===== src/rtl/fifo_wr_arbiter_if.sv =====
// Requester/FIFO write-port bundle between requester logic and fifo_wr_arbiter.
// master = requester/FIFO side, slave = arbiter.
interface fifo_wr_arbiter_if #(
   parameter int DSIZE = 8,
   parameter int NREQ  = 4
);
   localparam int GW = (NREQ > 1) ? $clog2(NREQ) : 1;

   logic [NREQ-1:0]       req_valid;
   logic [NREQ*DSIZE-1:0] req_data;
   logic [NREQ-1:0]       req_last;
   logic [NREQ-1:0]       req_ready;
   logic                  wfull;
   logic [DSIZE-1:0]      wdata;
   logic                  winc;
   logic [GW-1:0]         gnt_id;
   logic                  busy;

   modport master (output req_valid, req_data, req_last, wfull,
                   input  req_ready, wdata, winc, gnt_id, busy);
   modport slave  (input  req_valid, req_data, req_last, wfull,
                   output req_ready, wdata, winc, gnt_id, busy);
endinterface


===== src/rtl/fifo_wr_arbiter.sv =====
// Round-robin arbiter sharing one FIFO write port among NREQ requesters, bounded bursts.
// Define FIFO_WR_ARB_PKT_LOCK_EN to hold each grant until the packet's last word.
module fifo_wr_arbiter #(
   parameter int DSIZE    = 8,
   parameter int NREQ     = 4,
   parameter int MAXBURST = 4
) (
   input logic              clk,
   input logic              rst,
   fifo_wr_arbiter_if.slave bus
);
   localparam int GW = (NREQ > 1) ? $clog2(NREQ) : 1;
   localparam int CW = $clog2(MAXBURST + 1);
   localparam logic [CW-1:0] CNT_ONE = CW'(1);

   typedef enum logic [0:0] {ST_IDLE = 1'b0, ST_BURST = 1'b1} state_t;

   state_t           state_r;
   state_t           state_nx_s;
   logic [GW-1:0]    gnt_id_r;
   logic [GW-1:0]    last_gnt_r;
   logic [GW-1:0]    pick_id_s;
   logic [GW-1:0]    scan_s;
   logic             pick_found_s;
   logic [CW-1:0]    burst_cnt_r;
   logic [DSIZE-1:0] wdata_r;
   logic [DSIZE-1:0] data_g_s;
   logic [NREQ-1:0]  ready_s;
   logic             winc_s;
   logic             release_s;
   logic             cnt_hit_s;

   // Round-robin pick: first valid requester after the last grant, wrapping modulo NREQ.
   always_comb begin
      pick_found_s = 1'b0;
      pick_id_s    = '0;
      scan_s       = '0;
      for (int k = 1; k <= NREQ; k++) begin
         scan_s = GW'((int'(last_gnt_r) + k) % NREQ);
         if (!pick_found_s && bus.req_valid[scan_s]) begin
            pick_found_s = 1'b1;
            pick_id_s    = scan_s;
         end else begin
            pick_found_s = pick_found_s;
         end
      end
   end

   // Data of the granted requester; falls back to the last pushed word.
   always_comb begin
      data_g_s = wdata_r;
      for (int i = 0; i < NREQ; i++) begin
         if (gnt_id_r == GW'(i)) begin
            data_g_s = bus.req_data[i*DSIZE +: DSIZE];
         end else begin
            data_g_s = data_g_s;
         end
      end
   end

   assign cnt_hit_s = ((int'(burst_cnt_r) + 1) == MAXBURST);

   // Next-state logic and the write-port handshake.
   always_comb begin
      state_nx_s = state_r;
      ready_s    = '0;
      winc_s     = 1'b0;
      release_s  = 1'b0;
      case (state_r)
         ST_IDLE: begin
            if (pick_found_s) state_nx_s = ST_BURST;
            else              state_nx_s = ST_IDLE;
         end
         ST_BURST: begin
            // A full FIFO stalls the grant; it neither transfers nor releases.
            ready_s[gnt_id_r] = ~bus.wfull;
            winc_s            = bus.req_valid[gnt_id_r] & ~bus.wfull;
`ifdef FIFO_WR_ARB_PKT_LOCK_EN
            release_s = winc_s & bus.req_last[gnt_id_r];
`else
            release_s = (winc_s & (bus.req_last[gnt_id_r] | cnt_hit_s))
                      | ~bus.req_valid[gnt_id_r];
`endif
            if (release_s) state_nx_s = ST_IDLE;
            else           state_nx_s = ST_BURST;
         end
         default: state_nx_s = ST_IDLE;
      endcase
   end

   // State register.
   always_ff @(posedge clk or posedge rst) begin
      if (rst) state_r <= ST_IDLE;
      else     state_r <= state_nx_s;
   end

   // Grant bookkeeping, burst counter and held write data.
   always_ff @(posedge clk or posedge rst) begin
      if (rst) begin
         gnt_id_r    <= '0;
         last_gnt_r  <= GW'(NREQ - 1);
         burst_cnt_r <= '0;
         wdata_r     <= '0;
      end else begin
         case (state_r)
            ST_IDLE: begin
               burst_cnt_r <= '0;
               if (pick_found_s) begin
                  gnt_id_r   <= pick_id_s;
                  last_gnt_r <= pick_id_s;
               end
            end
            ST_BURST: begin
               if (winc_s) begin
                  wdata_r <= data_g_s;
`ifdef FIFO_WR_ARB_PKT_LOCK_EN
                  if (burst_cnt_r != {CW{1'b1}}) burst_cnt_r <= burst_cnt_r + CNT_ONE;
`else
                  burst_cnt_r <= burst_cnt_r + CNT_ONE;
`endif
               end
            end
            default: ;
         endcase
      end
   end

   assign bus.req_ready = rst ? '0 : ready_s;
   assign bus.winc      = winc_s & ~rst;
   assign bus.wdata     = (state_r == ST_BURST) ? data_g_s : wdata_r;
   assign bus.gnt_id    = gnt_id_r;
   assign bus.busy      = (state_r == ST_BURST);
endmodule


===== src/flat_wrapper.sv =====
// flat-port wrapper written by rule: the top's interface ports become plain ports
module fifo_wr_arbiter_flat 
#(
   parameter int DSIZE    = 8,
   parameter int NREQ     = 4,
   parameter int MAXBURST = 4
)
  (clk, rst, bus_req_valid, bus_req_data, bus_req_last, bus_wfull, bus_req_ready, bus_wdata, bus_winc, bus_gnt_id, bus_busy);
  fifo_wr_arbiter_if #(.DSIZE(DSIZE), .NREQ(NREQ)) bus_i ();
  input logic clk;
  input logic rst;
  input wire logic [$bits(bus_i.req_valid)-1:0] bus_req_valid;
  input wire logic [$bits(bus_i.req_data)-1:0] bus_req_data;
  input wire logic [$bits(bus_i.req_last)-1:0] bus_req_last;
  input wire logic [$bits(bus_i.wfull)-1:0] bus_wfull;
  output wire logic [$bits(bus_i.req_ready)-1:0] bus_req_ready;
  output wire logic [$bits(bus_i.wdata)-1:0] bus_wdata;
  output wire logic [$bits(bus_i.winc)-1:0] bus_winc;
  output wire logic [$bits(bus_i.gnt_id)-1:0] bus_gnt_id;
  output wire logic [$bits(bus_i.busy)-1:0] bus_busy;
  assign bus_i.req_valid = bus_req_valid;
  assign bus_i.req_data = bus_req_data;
  assign bus_i.req_last = bus_req_last;
  assign bus_i.wfull = bus_wfull;
  assign bus_req_ready = bus_i.req_ready;
  assign bus_wdata = bus_i.wdata;
  assign bus_winc = bus_i.winc;
  assign bus_gnt_id = bus_i.gnt_id;
  assign bus_busy = bus_i.busy;
  fifo_wr_arbiter #(.DSIZE(DSIZE), .NREQ(NREQ), .MAXBURST(MAXBURST)) u_core (.clk(clk), .rst(rst), .bus(bus_i));
endmodule

===== config.mk =====
export PLATFORM = sky130hd
export DESIGN_NAME = fifo_wr_arbiter_flat
export DESIGN_NICKNAME = d
export VERILOG_FILES = /design/src/rtl/fifo_wr_arbiter_if.sv /design/src/rtl/fifo_wr_arbiter.sv /design/src/flat_wrapper.sv
export SDC_FILE = /design/constraint.sdc
export NUM_CORES = 1
export LEC_CHECK = 0
export ABC_CLOCK_PERIOD_IN_PS = 2700
export CAP_MARGIN = 20
export CORE_ASPECT_RATIO = 0.5
export CORE_UTILIZATION = 43
export DETAILED_ROUTE_END_ITERATION = 6
export PLACE_DENSITY = 0.85
export RECOVER_POWER = 50
export SYNTH_ARGS = -nofsm -noshare
export SYNTH_HDL_FRONTEND = slang
export SYNTH_SLANG_ARGS = --single-unit

===== constraint.sdc =====
create_clock -name clk -period 2.7 [get_ports clk]
set_input_delay 0.54 -clock clk [delete_from_list [all_inputs] [get_ports clk]]
set_output_delay 0.54 -clock clk [all_outputs]
set_load 0.05 [all_outputs]

==> impl_metrics.tcl, run 1 <==
set metrics [dict create \
    maxCapViolCount 0 \
    root_buffer "clkbuf_8" \
    worstSkewPairLatency_ns 0.25 \
    post-dp-hpwl_mm 2.24 \
    die_width_um 75.7 \
    core_um2 2390 \
    grt_pass1_wl_mm 4.53 \
    leakagePower_uw 0.000785 \
    slew_headroom_pct 57.8 \
    drive_above_1_share_pct 32.3 \
    first_iter_violations 23 \
    hold_path_class "register to register" \
    vdd.ir_drop.worst_v 0.000567 \
    cp_max_fo 5 \
    power_density_nw_per_um2 1140 \
    timing_hold_violations_final 0 \
    rsz0062_at_grt "no" \
    viasPerCell 5.26 \
    status "complete, no violations" \
    synth_nets 141 \
    synth-xor-area-share_pct 1.50 \
    clk_pin_slew_ns 0.06 \
    synth_compound_area_share_pct 10.2 \
    final_common_cell "clkdlybuf4s50_1" \
    cts_tree "yes" \
    placed_area_um2 1820 \
    io_pins 59 \
    stdcell_area_um2 1860 \
    grt_max_degree 17 \
    p_switching_uw 1010 \
    placementRows 12 \
    postLayoutCoreUtil_pct 78.1 \
    ys_warn_count 0 \
    syn-instance-count 96 \
    p_sw_share_pct 47.3 \
    drv_slew 0 \
    layout_common_cells "clkdlybuf4s50_1 (43), mux2_2 (16), buf_4 (13), dfrtp_1 (13), mux4_2 (9)" \
    clockBufferDepth 2 \
    syn_area_um2 1170 \
    path_class "input pin to output pin" \
    routedWlPerCell_um 14.6 \
    fmax_mhz 398 \
    synth-adder-area-share_pct 2.14 \
    p_clk_share_pct 8.7 \
    wl_mm 2.82 \
    num_vias 1016 \
    ctsHoldBuffers 0 \
    endpoint_kind "output pin" \
    io_buffer_count 58 \
    synth.avg_cell_area_um2 12.2 \
    grt_pass1_vias 986 \
    synth_top_family_by_area "multiplexers" \
    crit_path_start_kind "input pin" \
    synthSimpleGateAreaFrac_pct 13.1 \
    fin_nets 204 \
    ys_types 31 \
    antenna_found_initial 0 \
    grt_usage_pct 22.3 \
    tns_ns 0 \
    ys_seq_elements 16 \
    fin_crit_sh_pct 93.0 \
    area_delta_synth_final_pct 59.5 \
    finalSetupViolations 0 \
    grt-ovfl-total 0 \
    tightestPinTransition_ns 0.632 \
    finClkSkew_ns 0.00528 \
    diodes 0 \
    design.die.area_um2 2940 \
    die_y_um 38.9 \
    ys_seq_area_share_pct 34.5 \
    min_period_ns 2.51 \
    synth.area.mux_share_pct 35.0 \
    worstPathRequired_ns 2.16 \
    drtAntennaViolNets 0 \
    p_comb_share_pct 65.9 \
    cts_sinks 16 \
    start_util_pct 49.0 \
    routabilityCongestion 0.813 \
    drcViolationCount 0 \
    seq_power_share_pct 25.3 \
    critPathArrivalTime_ns 1.97 \
    total_power_uw 2130 \
    cts-htree-levels 1 \
    power.internal_uw 1120 \
    drt_first_pass_iters 4 \
    cts_made_buffers 3 \
]
metal layers:
layer	vias to the layer above	GRT usage [%]	part of all wire, %
met3	7	6.51	4.0
met5	-	0	0
met2	32	37.5	50
met4	0	7.41	0.89
li1	495	-	-
met1	482	28.1	45
power groups by stage:
stage	logic, uW	clock network (uW)	registers (uW)
2_1_floorplan	1030	0	514
3_3_place_gp	1400	0	534
3_5_place_dp	1410	0	539
4_1_cts	1420	191	537
5_1_grt	1500	202	567
6_report	1410	186	541
worst max-delay path, stage by stage:
cell	delay, ns
dlygate4sd3_1	0.60
mux4_2	0.49
and2_1	0.16
buf_4	0.18
repair_timing:
item / 4_1_cts / 5_1_grt
gates resized for setup: 0 / 1
endpoints found under the setup margin: 0 / 9
setup buffers: 0 / 0
final timing paths:
| path | from | to | slack [ns] | depth (start not counted) |
|---|---|---|---|---|
| hold reg to reg | u_core.wdata_r[1]$_DFFE_PP0P_ | u_core.wdata_r[1]$_DFFE_PP0P_ | 0.50 | 1 |
| setup / recovery | bus_req_valid[1] | bus_winc | 0.19 | 4 |
| min in group asynchronous | rst | u_core.wdata_r[6]$_DFFE_PP0P_ | 0.82 | 2 |
| hold / removal | u_core.wdata_r[1]$_DFFE_PP0P_ | u_core.wdata_r[1]$_DFFE_PP0P_ | 0.50 | 1 |
| max in group asynchronous | rst | u_core.bus.gnt_id[0]$_DFFE_PP0P_ | 1.45 | 2 |
| setup reg to reg | u_core.bus.gnt_id[0]$_DFFE_PP0P_ | u_core.wdata_r[0]$_DFFE_PP0P_ | 0.52 | 5 |
sequential cells by signal, summed over array words and instances, names as in the netlist:
signal              cells
u_core.bus.gnt_id       2
u_core.bus.busy         1
u_core.burst_cnt_r      3
u_core.wdata_r          8
u_core.last_gnt_r       2
area by class of cell:
| cell class | instances | area, um^2 |
|---|---|---|
| clock buffers | 4 | 45.0 |
| repair buffers | 63 | 632 |
| fillers | 141 | 523 |
| flip-flops and latches | 16 | 404 |
| well taps | 35 | 43.8 |
| inverters | 3 | 11.3 |
| multi-input cells | 72 | 728 |
kinds of logic (layout without fill, tap and decap cells):
logic type	Yosys count	after routing
compound gates	18	18
fa+ha+maj	2	2
mux	26	26
buf+inv	8	70
flops	16	16
simple gates	24	24
xor+xnor	2	2
synthesized netlist by cell type (all sizes together):
| cell type | instances | area share, % |
|---|---|---|
| a21o | 5 | 3.2 |
| a21oi | 3 | 1.3 |
| a221oi | 1 | 0.75 |
| and2 | 4 | 2.1 |
| and3 | 1 | 0.54 |
| and3b | 1 | 0.75 |
| buf | 4 | 2.4 |
| clkbuf | 1 | 0.32 |
| dfrtp | 14 | 30 |
| dfstp | 2 | 4.5 |
| ha | 2 | 2.1 |
| inv | 3 | 0.96 |
| mux2 | 16 | 15 |
| mux4 | 10 | 20 |
| nand2 | 3 | 0.96 |
| nand2b | 5 | 2.9 |
| nand3 | 2 | 0.86 |
| nand3b | 2 | 2.4 |
| nor2 | 4 | 1.3 |
| nor3b | 2 | 1.3 |
| o2111ai | 1 | 0.75 |
| o21a | 3 | 1.9 |
| o21ai | 4 | 1.7 |
| o22ai | 1 | 0.54 |
| xnor2 | 2 | 1.5 |
metrics by stage:
step           hold WS [ns]  instances  worst slack [ns]
3_3_place_gp          0.484        189             0.284
2_1_floorplan         0.452         96             0.210
4_1_cts               0.508        193            0.0102
6_report              0.504        193             0.190
3_5_place_dp          0.493        189             0.266
5_1_grt               0.514        193             0.117
Note: power is estimated with default switching activity, not from simulation.
==> run 2: changes to the inputs <==
- PLACE_DENSITY: 0.85 -> 0.91
==> impl_metrics.tcl, run 2 (synthesized netlist as in run 1, its figures left out) <==
set metrics [dict create \
    cts-htree-levels 1 \
    cp_top_family "simple AND/OR/NAND/NOR gates" \
    cts_resized 0 \
    grt-ovfl-total 0 \
    tightestPinTransition_ns 0.662 \
    leakagePower_uw 0.000779 \
    fmax_mhz 385 \
    endpoint_kind "output pin" \
    status "complete, no violations" \
    cp_max_fo 5 \
    fin_crit_sh_pct 96.1 \
    hold_path_class "register to register" \
    first_iter_violations 27 \
    final_common_cell "clkdlybuf4s50_1" \
    diodes 0 \
    crit_path_start_kind "input pin" \
    routabilityCongestion 0.826 \
    path_class "input pin to output pin" \
    r2r_cells 5 \
    num_vias 1067 \
    layout_common_cells "clkdlybuf4s50_1 (44), mux2_2 (16), dfrtp_1 (13), buf_4 (12), mux4_2 (9)" \
    largest-register "u_core.wdata_r" \
    cpMaxStageDelayCell "nor3b_1" \
    cts_tree "yes" \
    slowest_delay_ns 0.49 \
    clk_pin_slew_ns 0.06 \
    cts_made_buffers 3 \
    antenna_found_initial 0 \
    io_buffer_count 58 \
    min_period_ns 2.59 \
    drive_above_1_share_pct 31.8 \
    power_density_nw_per_um2 1160 \
    critPathArrivalTime_ns 2.05 \
    reg_top3 "u_core.wdata_r: 8 flops, u_core.burst_cnt_r: 3 flops" \
    grt_pass1_wl_mm 4.93 \
    cts_setup_buffers 0 \
    drv_slew 0 \
    clockBufferDepth 2 \
    wl_mm 3.36 \
    die_y_um 38.9 \
    drtAntennaViolNets 0 \
    drt_first_pass_iters 4 \
    fill_cells 146 \
    design.die.area_um2 2940 \
    grt_pass1_vias 1021 \
    die_width_um 75.7 \
    finalSetupViolations 0 \
    ctsHoldBuffers 0 \
    slew_headroom_pct 55.8 \
    path_depth 4 \
    hold_depth 1 \
    area_delta_synth_final_pct 58.9 \
    vdd.ir_drop.worst_v 0.000882 \
    viasPerCell 5.56 \
    largest_reg_flops 8 \
    root_buffer "clkbuf_8" \
    worstSkewPairLatency_ns 0.25 \
    placementRows 12 \
    tns_ns 0 \
    start_util_pct 49.0 \
    cp_num_buf_inv 2 \
    timing_hold_violations_final 0 \
    drcViolationCount 0 \
    path_cells "clkdlybuf4s50_1 > nor3b_1 > nor3b_2 > buf_12" \
    postLayoutCoreUtil_pct 77.8 \
    maxCapViolCount 0 \
    rsz0062_at_grt "no" \
    io_pins 59 \
    grt_max_degree 17 \
    finClkSkew_ns 0.00583 \
    routedWlPerCell_um 17.5 \
    worstPathRequired_ns 2.16 \
    core_um2 2390 \
    cts_sinks 16 \
    grt_usage_pct 24.5 \
    fin_nets 203 \
    post-dp-hpwl_mm 2.50 \
]
-- run 2: cell type report --
type                            count  area (um^2)  share of cell area, %
Multi-Input combinational cell     72          728                   39.2
Timing Repair Buffer               62          624                   33.6
Sequential cell                    16          404                   21.8
Clock buffer                        4         45.0                   2.43
Tap cell                           35         43.8                   2.36
Inverter                            3         11.3                  0.606
-- run 2: through the flow --
| step | power [uW] | std cells | instance area [um^2] | worst slack (ns) | hold slack [ns] |
|---|---|---|---|---|---|
| detailed placement | 1970 | 188 | 1810 | 0.215 | 0.490 |
| global placement | 1930 | 188 | 1810 | 0.287 | 0.484 |
| CTS | 2170 | 192 | 1860 | 0.0511 | 0.504 |
| floorplan | 1550 | 96 | 1170 | 0.210 | 0.452 |
| global route | 2260 | 192 | 1860 | 0.0520 | 0.511 |
| finish | 2160 | 192 | 1860 | 0.106 | 0.501 |
-- run 2: where the power goes --
group	total [uW]	switching (uW)	internal, uW
Clock	183	78.1	105
Sequential	531	164	366
Combinational	1450	798	651
Total	2160	1040	1120
-- run 2: worst paths after layout --
kind / startpoint / slack [ns] / to
setup / recovery: bus_wfull / 0.11 / bus_req_ready[0]
hold / removal: u_core.wdata_r[4]$_DFFE_PP0P_ / 0.50 / u_core.wdata_r[4]$_DFFE_PP0P_
setup reg to reg: u_core.bus.gnt_id[0]$_DFFE_PP0P_ / 0.54 / u_core.wdata_r[7]$_DFFE_PP0P_
hold reg to reg: u_core.wdata_r[4]$_DFFE_PP0P_ / 0.50 / u_core.wdata_r[4]$_DFFE_PP0P_
max in group asynchronous: rst / 1.49 / u_core.bus.gnt_id[0]$_DFFE_PP0P_
min in group asynchronous: rst / 0.74 / u_core.wdata_r[3]$_DFFE_PP0P_
-- run 2: metal layers --
| metal | up-vias | part of all wire (%) | global-route usage (%) |
|---|---|---|---|
| met5 | - | 0 | 0 |
| met4 | 0 | 1.2 | 5.09 |
| met3 | 8 | 3.3 | 4.69 |
| met2 | 33 | 57 | 49.3 |
| met1 | 540 | 39 | 27.3 |
| li1 | 486 | - | - |
